===== src/rtl/seq_left_shifter_if.sv =====
// Request/response bundle between the sequential control FSM and the
// multi-cycle left shifter.
interface seq_left_shifter_if;
  logic        start;
  logic [63:0] data_in;
  logic [5:0]  shift_amt;
  logic        word_mode;
  logic        busy;
  logic        done;
  logic [63:0] data_out;

  modport master (
    output start, data_in, shift_amt, word_mode,
    input  busy, done, data_out
  );

  modport slave (
    input  start, data_in, shift_amt, word_mode,
    output busy, done, data_out
  );
endinterface


===== src/rtl/seq_left_shifter.sv =====
// Multi-cycle 64-bit logical left shifter (SLL/SLLW family): one shift-amount
// bit per cycle through a single shared stage, start/busy/done handshake.
module seq_left_shifter (
  input  logic                clk,
  input  logic                rst_n,
  seq_left_shifter_if.slave   bus
);

  typedef enum logic [1:0] {IDLE, SHIFT, DONE} state_t;

  state_t      state;
  logic [63:0] acc;
  logic [5:0]  amt;
  logic        wm;
  logic [2:0]  k;
  logic        busy_q, done_q;
  logic [63:0] data_q;
  logic [63:0] stage_out;
  logic [63:0] result;

  // The one shared stage: conditional shift by 2^k selected by the counter.
  always_comb begin
    stage_out = acc;
    case (k)
      3'd0: if (amt[0]) stage_out = {acc[62:0], 1'b0};
      3'd1: if (amt[1]) stage_out = {acc[61:0], 2'b0};
      3'd2: if (amt[2]) stage_out = {acc[59:0], 4'b0};
      3'd3: if (amt[3]) stage_out = {acc[55:0], 8'b0};
      3'd4: if (amt[4]) stage_out = {acc[47:0], 16'b0};
      3'd5: if (amt[5]) stage_out = {acc[31:0], 32'b0};
      default: stage_out = acc;
    endcase
  end

  assign result = wm ? {{32{stage_out[31]}}, stage_out[31:0]} : stage_out;

  always_ff @(posedge clk) begin
    if (!rst_n) begin
      state  <= IDLE;
      acc    <= '0;
      amt    <= '0;
      wm     <= 1'b0;
      k      <= '0;
      busy_q <= 1'b0;
      done_q <= 1'b0;
      data_q <= '0;
    end else begin
      case (state)
        IDLE, DONE: begin
          done_q <= 1'b0;
          if (bus.start) begin
            acc    <= bus.data_in;
            // W-forms only honour a 5-bit count
            amt    <= {bus.shift_amt[5] & ~bus.word_mode, bus.shift_amt[4:0]};
            wm     <= bus.word_mode;
            k      <= '0;
            busy_q <= 1'b1;
            state  <= SHIFT;
          end else begin
            state  <= IDLE;
          end
        end
        SHIFT: begin
          acc <= stage_out;
          k   <= k + 3'd1;
          if (k == 3'd5) begin
            data_q <= result;
            done_q <= 1'b1;
            busy_q <= 1'b0;
            state  <= DONE;
          end
        end
        default: state <= IDLE;
      endcase
    end
  end

  assign bus.busy     = busy_q;
  assign bus.done     = done_q;
  assign bus.data_out = data_q;

endmodule


===== src/flat_wrapper.sv =====
// flat-port wrapper written by rule: the top's interface ports become plain ports
module seq_left_shifter_flat 
  (clk, rst_n, bus_start, bus_data_in, bus_shift_amt, bus_word_mode, bus_busy, bus_done, bus_data_out);
  seq_left_shifter_if bus_i ();
  input  logic clk;
  input  logic rst_n;
  input wire logic [$bits(bus_i.start)-1:0] bus_start;
  input wire logic [$bits(bus_i.data_in)-1:0] bus_data_in;
  input wire logic [$bits(bus_i.shift_amt)-1:0] bus_shift_amt;
  input wire logic [$bits(bus_i.word_mode)-1:0] bus_word_mode;
  output wire logic [$bits(bus_i.busy)-1:0] bus_busy;
  output wire logic [$bits(bus_i.done)-1:0] bus_done;
  output wire logic [$bits(bus_i.data_out)-1:0] bus_data_out;
  assign bus_i.start = bus_start;
  assign bus_i.data_in = bus_data_in;
  assign bus_i.shift_amt = bus_shift_amt;
  assign bus_i.word_mode = bus_word_mode;
  assign bus_busy = bus_i.busy;
  assign bus_done = bus_i.done;
  assign bus_data_out = bus_i.data_out;
  seq_left_shifter u_core (.clk(clk), .rst_n(rst_n), .bus(bus_i));
endmodule

===== config.mk =====
export PLATFORM = sky130hd
export DESIGN_NAME = seq_left_shifter_flat
export DESIGN_NICKNAME = d
export VERILOG_FILES = /design/src/rtl/seq_left_shifter_if.sv /design/src/rtl/seq_left_shifter.sv /design/src/flat_wrapper.sv
export SDC_FILE = /design/constraint.sdc
export NUM_CORES = 1
export LEC_CHECK = 0
export CAP_MARGIN = 5
export CORE_MARGIN = 3
export CORE_UTILIZATION = 56
export DETAILED_ROUTE_END_ITERATION = 10
export GPL_TIMING_DRIVEN = 1
export PLACE_DENSITY = 0.84
export SETUP_SLACK_MARGIN = 0.1
export SLEW_MARGIN = 20
export SYNTH_ARGS = -nofsm -noshare
export SYNTH_HDL_FRONTEND = slang
export SYNTH_SLANG_ARGS = --single-unit

===== constraint.sdc =====
create_clock -name clk -period 2.98 [get_ports clk]
set_input_delay 0.298 -clock clk [delete_from_list [all_inputs] [get_ports clk]]
set_output_delay 0.298 -clock clk [all_outputs]
set_load 0.1 [all_outputs]

==> flow_summary.ini, run 1 <==
[finish]
drive_gt1_share_pct = 16.0
area_delta_synth_final_pct = 20.2
final_net_count = 1309
fin_util_pct = 70.1
nFillCells = 1345
antenna_cells = 0

[job]
cap_violations = 0

[critical_path]
r2r_slack_ns = 0.25
crit_path_start_kind = register
critPathLaunch = u_core.k[1]
crit_chain = inv_1 > ha_1 > and3b_2 > buf_4 > a2111oi_0 > a2bb2oi_1 > a22oi_1
reg2regPathDepth = 7
r2r_end = u_core.bus.data_out[37]
crit_cells = 7
crit_end = u_core.bus.data_out[37]
timing.critical_path.buf_inv = 2
criticalPathCategory = register to register
crit_slowest_cell = a2111oi_0
path_max_fanout = 17
critPathTopFamily = compound AO/OA/AOI/OAI gates
critPathRequiredTime_ns = 3.27
end_kind = register
regToRegStartpoint = u_core.k[1]
cp_slowest_stage_delay_ns = 0.60
crit_arrival_ns = 3.03

[detailed_routing]
drc = 0
detail-route-antenna-nets = 0
drt_iter0_drc = 1956
routed_via_density = 7.31
dr.pass1.iters = 9
wl_per_cell_um = 26.6
wirelength_um = 38800
num_vias = 10700

[power_and_ir_drop]
finalPower_w = 0.00533
ir_worst_vdd_mv = 0.490
cellPowerDensity_nw_per_um2 = 470
leakagePower_nw = 4.08

[sta]
slew_violations = 0
final_hold_viol_count = 0
rsz0062_at_grt = no
min_period_over_period_pct = 91.7
relSlewSlack_pct = 36.6
setup_viol = 0
fin_crit_ns = 2.73
clock.fmax_mhz = 366
fin_tns_setup_ns = 0
worst-slew-pin-transition_ns = 0.948
skew_ns = 0.0114
hold_slack_ns = 0.405

[global_routing]
grt_max_degree = 73
grt_pass1_wl_um = 58600
overflow = 0
grt_pass1_vias = 10100
antenna_found_initial = 0
track_usage_pct = 41.0

[floorplanning]
die_area_um2 = 18400
start_util_pct = 58.3
ioPinCount = 140
die_h_um = 136
die-width_um = 136
rows = 46
core_um2 = 16200

[cts]
cts_setup_buffers = 0
cts_tree = built
clk_latency_ns = 0.44
clk_pin_slew_ns = 0.07
cts_root_buf = clkbuf_16
cts_sinks = 142
cts_buffer_depth = 2
cts_buffers = 17
htreeDepth = 4

[yosys]
synthFlopType = dfxtp_1
yosys.area.top_type = dfxtp_1
syn_area_per_cell_um2 = 8.02
synth_edf_count = 0
synth_cell_types = 68
ys_seq_elements = 142
syn_area_um2 = 9430
syn_nets = 1254
ys_async_sr_fraction_pct = 0
synth_cells = 1175
synthTopCellsByArea = dfxtp_1, mux2i_1, a22oi_1
synth_top_area_share_pct = 30.2
ys_warn_count = 0
synth-seq-area-share_pct = 30.2

[hold_path]
min_path_type = input pin to register

[placement]
dp_hpwl_um = 26300
port_buffers = 139
gp_congestion = 1.02

[outcome]
status = finished clean
-- worst min-delay path by stage --
stage | startpoint | to | slack, ns | cells after the start
after global placement | u_core.bus.data_out[0] | u_core.bus.data_out[0] | 0.45 | 2
after CTS | rst_n | u_core.bus.data_out[10] | 0.40 | 3
after global routing | bus_data_in[54] | u_core.acc[54] | 0.43 | 3
after floorplan | bus_shift_amt[1] | u_core.amt[1] | 0.43 | 2
final | bus_shift_amt[1] | u_core.amt[1] | 0.40 | 3
after detailed placement | u_core.bus.data_out[62] | u_core.bus.data_out[62] | 0.45 | 2
-- report_power, final --
part | switching, W | internal [W] | total (W)
sequential | 0.000248 | 0.00197 | 0.00222
combinational | 0.000560 | 0.000426 | 0.000987
clock | 0.000946 | 0.00118 | 0.00212
-- state kept, by name, indices dropped and copies added (netlist names) --
| name | count |
|---|---|
| u_core.bus.done | 1 |
| u_core.acc | 64 |
| u_core.bus.busy | 1 |
| u_core.amt | 6 |
| u_core.state | 2 |
| u_core.k | 3 |
| u_core.wm | 1 |
| u_core.bus.data_out | 64 |
-- worst min-delay path, cell delays in order --
cell and delay (ns):
clkdlybuf4s50_1 0.39, nand2_1 0.05, a21oi_1 0.05
-- stage by stage --
| step | setup WS (ns) | instances | cell area (um2) |
|---|---|---|---|
| 5_1_grt | 0.142 | 1459 | 11300 |
| 2_1_floorplan | 0.674 | 1175 | 9430 |
| 3_3_place_gp | 0.273 | 1427 | 10700 |
| 3_5_place_dp | 0.218 | 1427 | 10700 |
| 4_1_cts | 0.190 | 1459 | 11300 |
| 6_report | 0.246 | 1459 | 11300 |
-- synthesized netlist by cell type, types with 21 or more instances --
| cell type | n |
|---|---|
| a21oi_1 | 109 |
| a222oi_1 | 26 |
| a22o_1 | 22 |
| a22oi_1 | 94 |
| a2bb2oi_1 | 29 |
| a31oi_1 | 30 |
| buf_2 | 37 |
| clkbuf_1 | 106 |
| dfxtp_1 | 142 |
| mux2i_1 | 84 |
| nand2_1 | 122 |
| nand3_1 | 22 |
| nor2_1 | 42 |
| o21ai_0 | 57 |
| o22ai_1 | 21 |
-- placed cells by master, fill, tap and decap left out, drive strengths merged, types with 5 or more instances in the layout --
cell type      count
dfxtp            142
buf              132
nand2            122
a21oi            110
a22oi             94
mux2i             84
clkdlybuf4s50     72
o21ai             60
nor2              42
a31oi             32
a2bb2oi           29
a222oi            26
nand3             22
a22o              22
o22ai             21
o22a              19
o2bb2ai           19
inv               18
clkbuf            17
mux2              12
a221oi            12
nor2b             10
and2              10
a221o              9
nor3               9
a32oi              8
o211ai             8
nand2b             7
a211oi             7
a21o               6
clkinv             6
and3               5
and3b              5
ha                 5
-- metal layers --
metal  wire, um  track usage (%)
met1      14800             52.2
met2      16600             61.1
met3       4600             11.7
met4       2790             25.8
met5          0                0
-- repair_timing --
| item | in CTS | in global routing |
|---|---|---|
| gates resized for setup | 0 | 4 |
| endpoints found under the hold margin | 0 | 0 |
| endpoints found under the setup margin | 0 | 30 |
| hold buffers | 0 | 0 |
-- final cells by class --
type,count,area (um2),share of cell area [%]
multi-input cells,854,5830,51.4
flip-flops and latches,142,2840,25.1
repair buffers,204,1770,15.6
clock buffers,17,425,3.75
well taps,216,270,2.39
clock inverters,15,151,1.34
inverters,11,41.3,0.364
-- cell families (layout without fill, tap and decap cells) --
group | count (synthesis) | count (layout) | synth area share (%)
compound gates | 506 | 506 | 38.3
buf+inv | 179 | 247 | 8.35
mux | 96 | 96 | 10.4
flops | 142 | 142 | 30.2
fa+ha+maj | 5 | 5 | 0.664
simple gates | 247 | 247 | 12.2
No activity file was read; power rests on OpenSTA's default activity.
==> inputs of run 2 (changes only) <==
SLEW_MARGIN = default   (was 20)
==> results of run 2 <==
Same layout as run 1: the final DEF is identical, and so are final timing and power.
